==> config.mk <==
export PLATFORM = sky130hd
export DESIGN_NAME = regfile_mp_flat
export DESIGN_NICKNAME = d
export VERILOG_FILES = /design/src/rtl/regfile_pkg.sv /design/src/rtl/regfile_if.sv /design/src/rtl/regfile_clr_fsm.sv /design/src/rtl/regfile_mp.sv /design/src/flat_wrapper.sv
export SDC_FILE = /design/constraint.sdc
export NUM_CORES = 2
export LEC_CHECK = 0
export BUFFER_PORTS_ARGS = -buffer_cell sky130_fd_sc_hd__buf_4
export CAP_MARGIN = 30
export CELL_PAD_IN_SITES_DETAIL_PLACEMENT = 1
export CELL_PAD_IN_SITES_GLOBAL_PLACEMENT = 1
export CORE_UTILIZATION = 24
export DETAILED_ROUTE_END_ITERATION = 10
export PLACE_DENSITY = 0.39
export SYNTH_ARGS = -nofsm -noshare
export SYNTH_HDL_FRONTEND = slang
export SYNTH_SLANG_ARGS = --single-unit
==> constraint.sdc <==
create_clock -name clk -period 2.9 [get_ports clk]
set_input_delay 0.29 -clock clk [delete_from_list [all_inputs] [get_ports clk]]
set_output_delay 0.29 -clock clk [all_outputs]
set_load 0.01 [all_outputs]
==> src/rtl/regfile_pkg.sv <==
// Shared types and default sizing for the multi-read-port register file.
package regfile_pkg;

   localparam int unsigned DEF_DATA_W   = 64;
   localparam int unsigned DEF_NUM_REGS = 32;
   localparam int unsigned DEF_NUM_RD   = 2;
   localparam int unsigned DEF_ZERO_REG = 31;

   typedef enum logic [1:0] {
      CLR_IDLE  = 2'd0,
      CLR_SWEEP = 2'd1,
      CLR_DONE  = 2'd2
   } clr_state_t;

endpackage

==> src/rtl/regfile_if.sv <==
// Decode/writeback-facing bus of the register file: read ports, write port and bulk-clear handshake.
interface regfile_if import regfile_pkg::*; #(
   parameter int unsigned DATA_W   = DEF_DATA_W,
   parameter int unsigned NUM_REGS = DEF_NUM_REGS,
   parameter int unsigned NUM_RD   = DEF_NUM_RD
);
   localparam int unsigned ADDR_W = $clog2(NUM_REGS);

   logic [NUM_RD*ADDR_W-1:0] rd_addr;
   logic [NUM_RD*DATA_W-1:0] rd_data;
   logic                     wr_en;
   logic [ADDR_W-1:0]        wr_addr;
   logic [DATA_W-1:0]        wr_data;
   logic                     clr_req;
   logic                     clr_busy;
   logic                     clr_done;

   modport master (
      output rd_addr, wr_en, wr_addr, wr_data, clr_req,
      input  rd_data, clr_busy, clr_done
   );

   modport slave (
      input  rd_addr, wr_en, wr_addr, wr_data, clr_req,
      output rd_data, clr_busy, clr_done
   );

endinterface

==> src/rtl/regfile_clr_fsm.sv <==
// Bulk-clear sequencer: walks every implemented register once, then pulses clr_done.
module regfile_clr_fsm import regfile_pkg::*; #(
   parameter int unsigned NUM_REGS = DEF_NUM_REGS,
   parameter int unsigned ADDR_W   = $clog2(NUM_REGS)
) (
   input  logic                clk,
   input  logic                reset,
   input  logic                clr_req,
   output logic                clr_busy,
   output logic                clr_done,
   output logic [NUM_REGS-1:0] clr_vec_c
);

   localparam logic [ADDR_W-1:0] LAST_PTR = ADDR_W'(NUM_REGS - 1);

   clr_state_t        state;
   logic [ADDR_W-1:0] ptr;

   always_ff @(posedge clk or negedge reset) begin
      if (!reset) begin
         state    <= CLR_IDLE;
         ptr      <= '0;
         clr_busy <= 1'b0;
         clr_done <= 1'b0;
      end else begin
         case (state)
            CLR_IDLE: begin
               clr_done <= 1'b0;
               if (clr_req) begin
                  state    <= CLR_SWEEP;
                  ptr      <= '0;
                  clr_busy <= 1'b1;
               end
            end
            CLR_SWEEP: begin
               if (ptr == LAST_PTR) begin
                  state    <= CLR_DONE;
                  clr_busy <= 1'b0;
                  clr_done <= 1'b1;
               end else begin
                  ptr <= ptr + ADDR_W'(1);
               end
            end
            CLR_DONE: begin
               state    <= CLR_IDLE;
               clr_done <= 1'b0;
            end
            default: begin
               state    <= CLR_IDLE;
               clr_busy <= 1'b0;
               clr_done <= 1'b0;
            end
         endcase
      end
   end

   // One-hot strobe selecting the register cleared at the coming edge.
   always_comb begin
      clr_vec_c = '0;
      if (state == CLR_SWEEP) begin
         for (int unsigned i = 0; i < NUM_REGS; i++) begin
            clr_vec_c[i] = (32'(ptr) == i);
         end
      end
   end

endmodule

==> src/rtl/regfile_mp.sv <==
// Parametrised multi-read-port register file with hardwired zero register and bulk clear.
// Optional same-cycle write-to-read forwarding when REGFILE_BYPASS_EN is defined.
module regfile_mp import regfile_pkg::*; #(
   parameter int unsigned DATA_W   = DEF_DATA_W,
   parameter int unsigned NUM_REGS = DEF_NUM_REGS,
   parameter int unsigned NUM_RD   = DEF_NUM_RD,
   parameter int unsigned ZERO_REG = DEF_ZERO_REG
) (
   input  logic      clk,
   input  logic      reset,
   regfile_if.slave  bus
);

   localparam int unsigned ADDR_W = $clog2(NUM_REGS);

   logic [DATA_W-1:0]   regs [NUM_REGS];
   logic                clr_busy;
   logic                clr_done;
   logic [NUM_REGS-1:0] clr_vec_c;
   logic                wr_commit_c;

   // Implemented, non-zero register: the only addresses that hold state.
   function automatic logic addr_ok(input logic [ADDR_W-1:0] a);
      return (32'(a) < NUM_REGS) && (32'(a) != ZERO_REG);
   endfunction

   regfile_clr_fsm #(
      .NUM_REGS (NUM_REGS),
      .ADDR_W   (ADDR_W)
   ) u_clr_fsm (
      .clk       (clk),
      .reset     (reset),
      .clr_req   (bus.clr_req),
      .clr_busy  (clr_busy),
      .clr_done  (clr_done),
      .clr_vec_c (clr_vec_c)
   );

   assign bus.clr_busy = clr_busy;
   assign bus.clr_done = clr_done;

   assign wr_commit_c = reset & bus.wr_en & ~clr_busy & addr_ok(bus.wr_addr);

   always_ff @(posedge clk or negedge reset) begin
      if (!reset) begin
         for (int unsigned i = 0; i < NUM_REGS; i++) begin
            regs[i] <= '0;
         end
      end else begin
         for (int unsigned i = 0; i < NUM_REGS; i++) begin
            if (clr_vec_c[i]) begin
               regs[i] <= '0;
            end else if (wr_commit_c && (32'(bus.wr_addr) == i)) begin
               regs[i] <= bus.wr_data;
            end
         end
      end
   end

   // Independent combinational read ports.
   always_comb begin
      logic [ADDR_W-1:0] ra;
      logic [DATA_W-1:0] rv;
      bus.rd_data = '0;
      ra          = '0;
      rv          = '0;
      for (int unsigned p = 0; p < NUM_RD; p++) begin
         ra = bus.rd_addr[p*ADDR_W +: ADDR_W];
         rv = addr_ok(ra) ? regs[ra] : '0;
`ifdef REGFILE_BYPASS_EN
         if (wr_commit_c && (ra == bus.wr_addr)) begin
            rv = bus.wr_data;
         end
`else
`endif
         bus.rd_data[p*DATA_W +: DATA_W] = rv;
      end
   end

endmodule

==> src/flat_wrapper.sv <==
// flat-port wrapper written by rule: the top's interface ports become plain ports
module regfile_mp_flat import regfile_pkg::*;
#(
   parameter int unsigned DATA_W   = DEF_DATA_W,
   parameter int unsigned NUM_REGS = DEF_NUM_REGS,
   parameter int unsigned NUM_RD   = DEF_NUM_RD,
   parameter int unsigned ZERO_REG = DEF_ZERO_REG
)
  (clk, reset, bus_rd_addr, bus_wr_en, bus_wr_addr, bus_wr_data, bus_clr_req, bus_rd_data, bus_clr_busy, bus_clr_done);
  regfile_if #(.DATA_W(DATA_W), .NUM_REGS(NUM_REGS), .NUM_RD(NUM_RD)) bus_i ();
  input  logic clk;
  input  logic reset;
  input wire logic [$bits(bus_i.rd_addr)-1:0] bus_rd_addr;
  input wire logic [$bits(bus_i.wr_en)-1:0] bus_wr_en;
  input wire logic [$bits(bus_i.wr_addr)-1:0] bus_wr_addr;
  input wire logic [$bits(bus_i.wr_data)-1:0] bus_wr_data;
  input wire logic [$bits(bus_i.clr_req)-1:0] bus_clr_req;
  output wire logic [$bits(bus_i.rd_data)-1:0] bus_rd_data;
  output wire logic [$bits(bus_i.clr_busy)-1:0] bus_clr_busy;
  output wire logic [$bits(bus_i.clr_done)-1:0] bus_clr_done;
  assign bus_i.rd_addr = bus_rd_addr;
  assign bus_i.wr_en = bus_wr_en;
  assign bus_i.wr_addr = bus_wr_addr;
  assign bus_i.wr_data = bus_wr_data;
  assign bus_i.clr_req = bus_clr_req;
  assign bus_rd_data = bus_i.rd_data;
  assign bus_clr_busy = bus_i.clr_busy;
  assign bus_clr_done = bus_i.clr_done;
  regfile_mp #(.DATA_W(DATA_W), .NUM_REGS(NUM_REGS), .NUM_RD(NUM_RD), .ZERO_REG(ZERO_REG)) u_core (.clk(clk), .reset(reset), .bus(bus_i));
endmodule
==> impl_results.md <==
* Status: complete, but fails checks
* Violated checks: negative setup slack
* Syn Inst Count at 9,781
* Clock power frac at 39.0%
* Asr flop ratio synth at 100.0%
* Fin util at 30.38%
* Routability congestion estimate at 0.8252
* Pin count of the biggest net entering global routing at 140
* CP max stage cell: mux4_2
* Cell Pwr Density at 646.5 nW/um^2
* Most frequent cells after synthesis: dfrtp_1 (2,057), nand2_1 (1,869), a22o_1 (1,204)
* Register area share after synthesis at 46.35%
* CTS Root Cell: clkbuf_16
* Yosys top cell area share at 46.35%
* Final nets at 10,210
* Max Fclk at 0.3160 GHz
* CTS tree: yes
* Vias in the first global route at 98,690
* Placed insts at 15,820
* PortBufs at 212
* Fin. Hold Viols at 0
* Layout Cells excl Fill at 16,480
* Vias post-DR at 93,950
* Flop pwr share at 38.5%
* Switching Power at 29.75 mW
* DRT met1 WL at 284,600 um
* Distinct cells, synth at 66
* Routed len/inst at 39.18 um
* Leakage at 59.44 nW
* Area contributors post-synth: dfrtp_1 (46%), mux4_2 (13%), a22o_1 (9.5%)
* Core Box Area at 460,200 sq um
* Synth Cell Area at 111,100 sq um
* Setup crit start kind: register
* Cell count of the worst hold path at 5
* Final worst slack at -0.2648 ns
* CTS H-tree depth at 5
* Drt total wl at 645,800 um
* Routed wl met2 at 300,900 um
* Kind of cell adding the most delay to the critical path: multiplexers
* Critical path depth at 6
* DRC violations left at 0
* CTS Sinks at 2,057
* Minimum clock period at 3.165 ns
* Global-route wire length before repair at 885,200 um
* Initial Util at 24.13%
* PnR Total Power at 90.37 mW
* Layout cell share with drive strength beyond 1 at 29.01%
* Hpwl dp at 395,400 um
* Ys Warns at 0
* Worst path max stage delay at 0.46 ns
* Synth Register Bits at 2,057
* Critical path arrival at 2.87 ns
* Max clock buf depth at 4
* Switching Fraction at 32.92%
* Vias/cell at 5.699
* Die W at 682.2 um
* Final period utilization at 109.1%
* Ys flop type: dfrtp_1
* Most numerous cell in the Yosys netlist: dfrtp_1
* Reg clk slew, reported paths at 0.06 ns
* Worst EP required at 2.61 ns
* CP Capture Type: output pin
* Total internal power at 60.61 mW
* Max-cap violations at 0
* Final setup fails at 76
* All-Layer GR Usage at 27.30%
* CP max FO at 2
* Crit-path cells: mux4_2 -> mux2_4 -> nand2_2 -> nand4_1 -> buf_6 -> buf_6
* Highest metal used: met5
* Peak VDD IR at 429.6 uV
* Initial antenna violation count at 64
* Critical path class: reg2out
* Reg2Reg Depth at 5
* Met3 routed WL at 34,170 um
* Clock skew at 0.05287 ns
* Critical path buffer and inverter count at 2
* Die Y at 682.2 um
* GRT Residual Overflow at 0
* Number of synthesized flops with an enable pin at 0
* Number of I/O pins at 213
* CTS buffer count at 280
* Comb pwr share at 22.4%
* Syn_area_per_cell at 11.35 sq um
* Rows at 249
* Most area-hungry cell type in the Yosys netlist: dfrtp_1
* Area growth, synth to finish at 25.88%
* Die area at 465,400 sq um
* Slew margin rel. at 36.77%
* Critical Path Most Common Cell: buf_6
* DR iter-0 viols at 8,523
* Setup tns final at -5.512 ns
* TritonRoute pass-1 iters at 5
* Clock latency on the worst-skew pair at 0.95 ns
* Worst slew pin tran at 0.9485 ns
* Max Slew Vio Count at 0
* RSZ-0062 raised after global routing: true
* Mapped Nets at 9,870
* Class of the worst hold path: in2reg
* Antenna violation net count after detailed routing at 0
routing by layer:
metal / GRT usage, % / vias to the layer above
met5: 0 / -
met4: 9.682 / 8
met3: 3.690 / 1048
met2: 43.99 / 3568
met1: 37.45 / 52120
li1: - / 37200
area by class of cell:
cell class                      count  area (sq um)
Inverter                            7         26.28
Tap cell                         6149          7694
Clock buffer                      414          8243
Fill cell                       49510        320400
Timing Repair Buffer             1171         13960
Multi-Input combinational cell   6607         57610
Clock inverter                     67         738.2
Antenna cell                       12         30.03
Sequential cell                  2057         51480
worst paths after layout:
check | endpoint | slack, ns | from
max in group asynchronous | u_core.regs[350]$_DFFE_PN0P_ | 1.12 | reset
max | bus_rd_data[1] | -0.26 | u_core.regs[961]$_DFFE_PN0P_
min in group asynchronous | u_core.regs[2045]$_DFFE_PN0P_ | 0.21 | reset
max reg2reg | u_core.regs[1804]$_DFFE_PN0P_ | 0.21 | u_core.u_clr_fsm.clr_busy$_DFFE_PN0P_
min | u_core.regs[233]$_DFFE_PN0P_ | 0.11 | bus_wr_addr[0]
min reg2reg | u_core.regs[0]$_DFFE_PN0P_ | 0.52 | u_core.regs[0]$_DFFE_PN0P_
per-stage QoR:
stage	hold WS [ns]	setup WS (ns)	instance area [sq um]
floorplan	-0.005591	0.6215	111100
global placement	0.4193	-0.8550	126300
detailed placement	0.4200	-0.6573	126300
CTS	0.02761	-0.2766	139200
global route	0.08458	-0.2791	139800
finish	0.1128	-0.2648	139800
cell families after synthesis:
kind of cell | count (synthesis) | share of synthesized area, %
AOI/OAI and AO/OA | 2699 | 18.39
and+or+nand+nor | 2390 | 9.178
DFF | 2057 | 46.35
muxes | 1512 | 21.23
buffers and inverters | 1117 | 4.776
adders and majority gates | 6 | 0.06760
placed cells by master (no fill, tap or decap), types with 21 or more instances in the layout:
cell type      instances
buf_6                 81
nor3_2                22
a211oi_4              30
mux2i_1              720
buf_4                647
nand3_1              111
o22ai_1               65
a21oi_2              206
buf_12               369
dlygate4sd3_1         66
nand2_4               21
o221ai_1              71
a22oi_1              181
mux2_2                79
a22o_1              1156
dfrtp_1             2049
mux2_4                41
nor2_1                25
clkinv_2              36
clkbuf_8              52
clkbuf_16            290
and2_1                65
nor3_4                44
a22o_4                48
nand2_2              128
a211oi_2              32
a2111oi_4             57
nand2_1             1820
nand4_1               54
mux4_2               663
a21oi_1              770
clkbuf_1              72
state kept, by name, summed over array words and instances, names as in the netlist:
name	flops
u_core.u_clr_fsm.clr_done	1
u_core.u_clr_fsm.state	2
u_core.u_clr_fsm.clr_busy	1
u_core.regs	2048
u_core.u_clr_fsm.ptr	5
timing repair:
item | 4_1_cts | 5_1_grt
endpoints found under the hold margin | 2430 | 0
buffers inserted | 97 | 46
endpoints found under the setup margin | 128 | 125
pin swaps | 242 | 54
gates resized for setup | 495 | 50
hold buffers | 66 | 0
tightest hold or removal path: cells and delay by family:
kind,cells,cell delay [ns]
buffers and inverters,2,0.43
AOI/OAI and AO/OA,1,0.06
and+or+nand+nor,2,0.20
power groups by stage:
| stage | registers, mW | logic, mW | clock network (mW) |
|---|---|---|---|
| floorplan | 34.0 | 9.97 | 0 |
| finish | 34.8 | 20.3 | 35.3 |
| global placement | 35.1 | 18.9 | 0 |
| detailed placement | 35.2 | 19.1 | 0 |
| global route | 35.2 | 21.2 | 37.1 |
| CTS | 34.7 | 20.1 | 36.2 |
(Power assumes the default switching activity.)
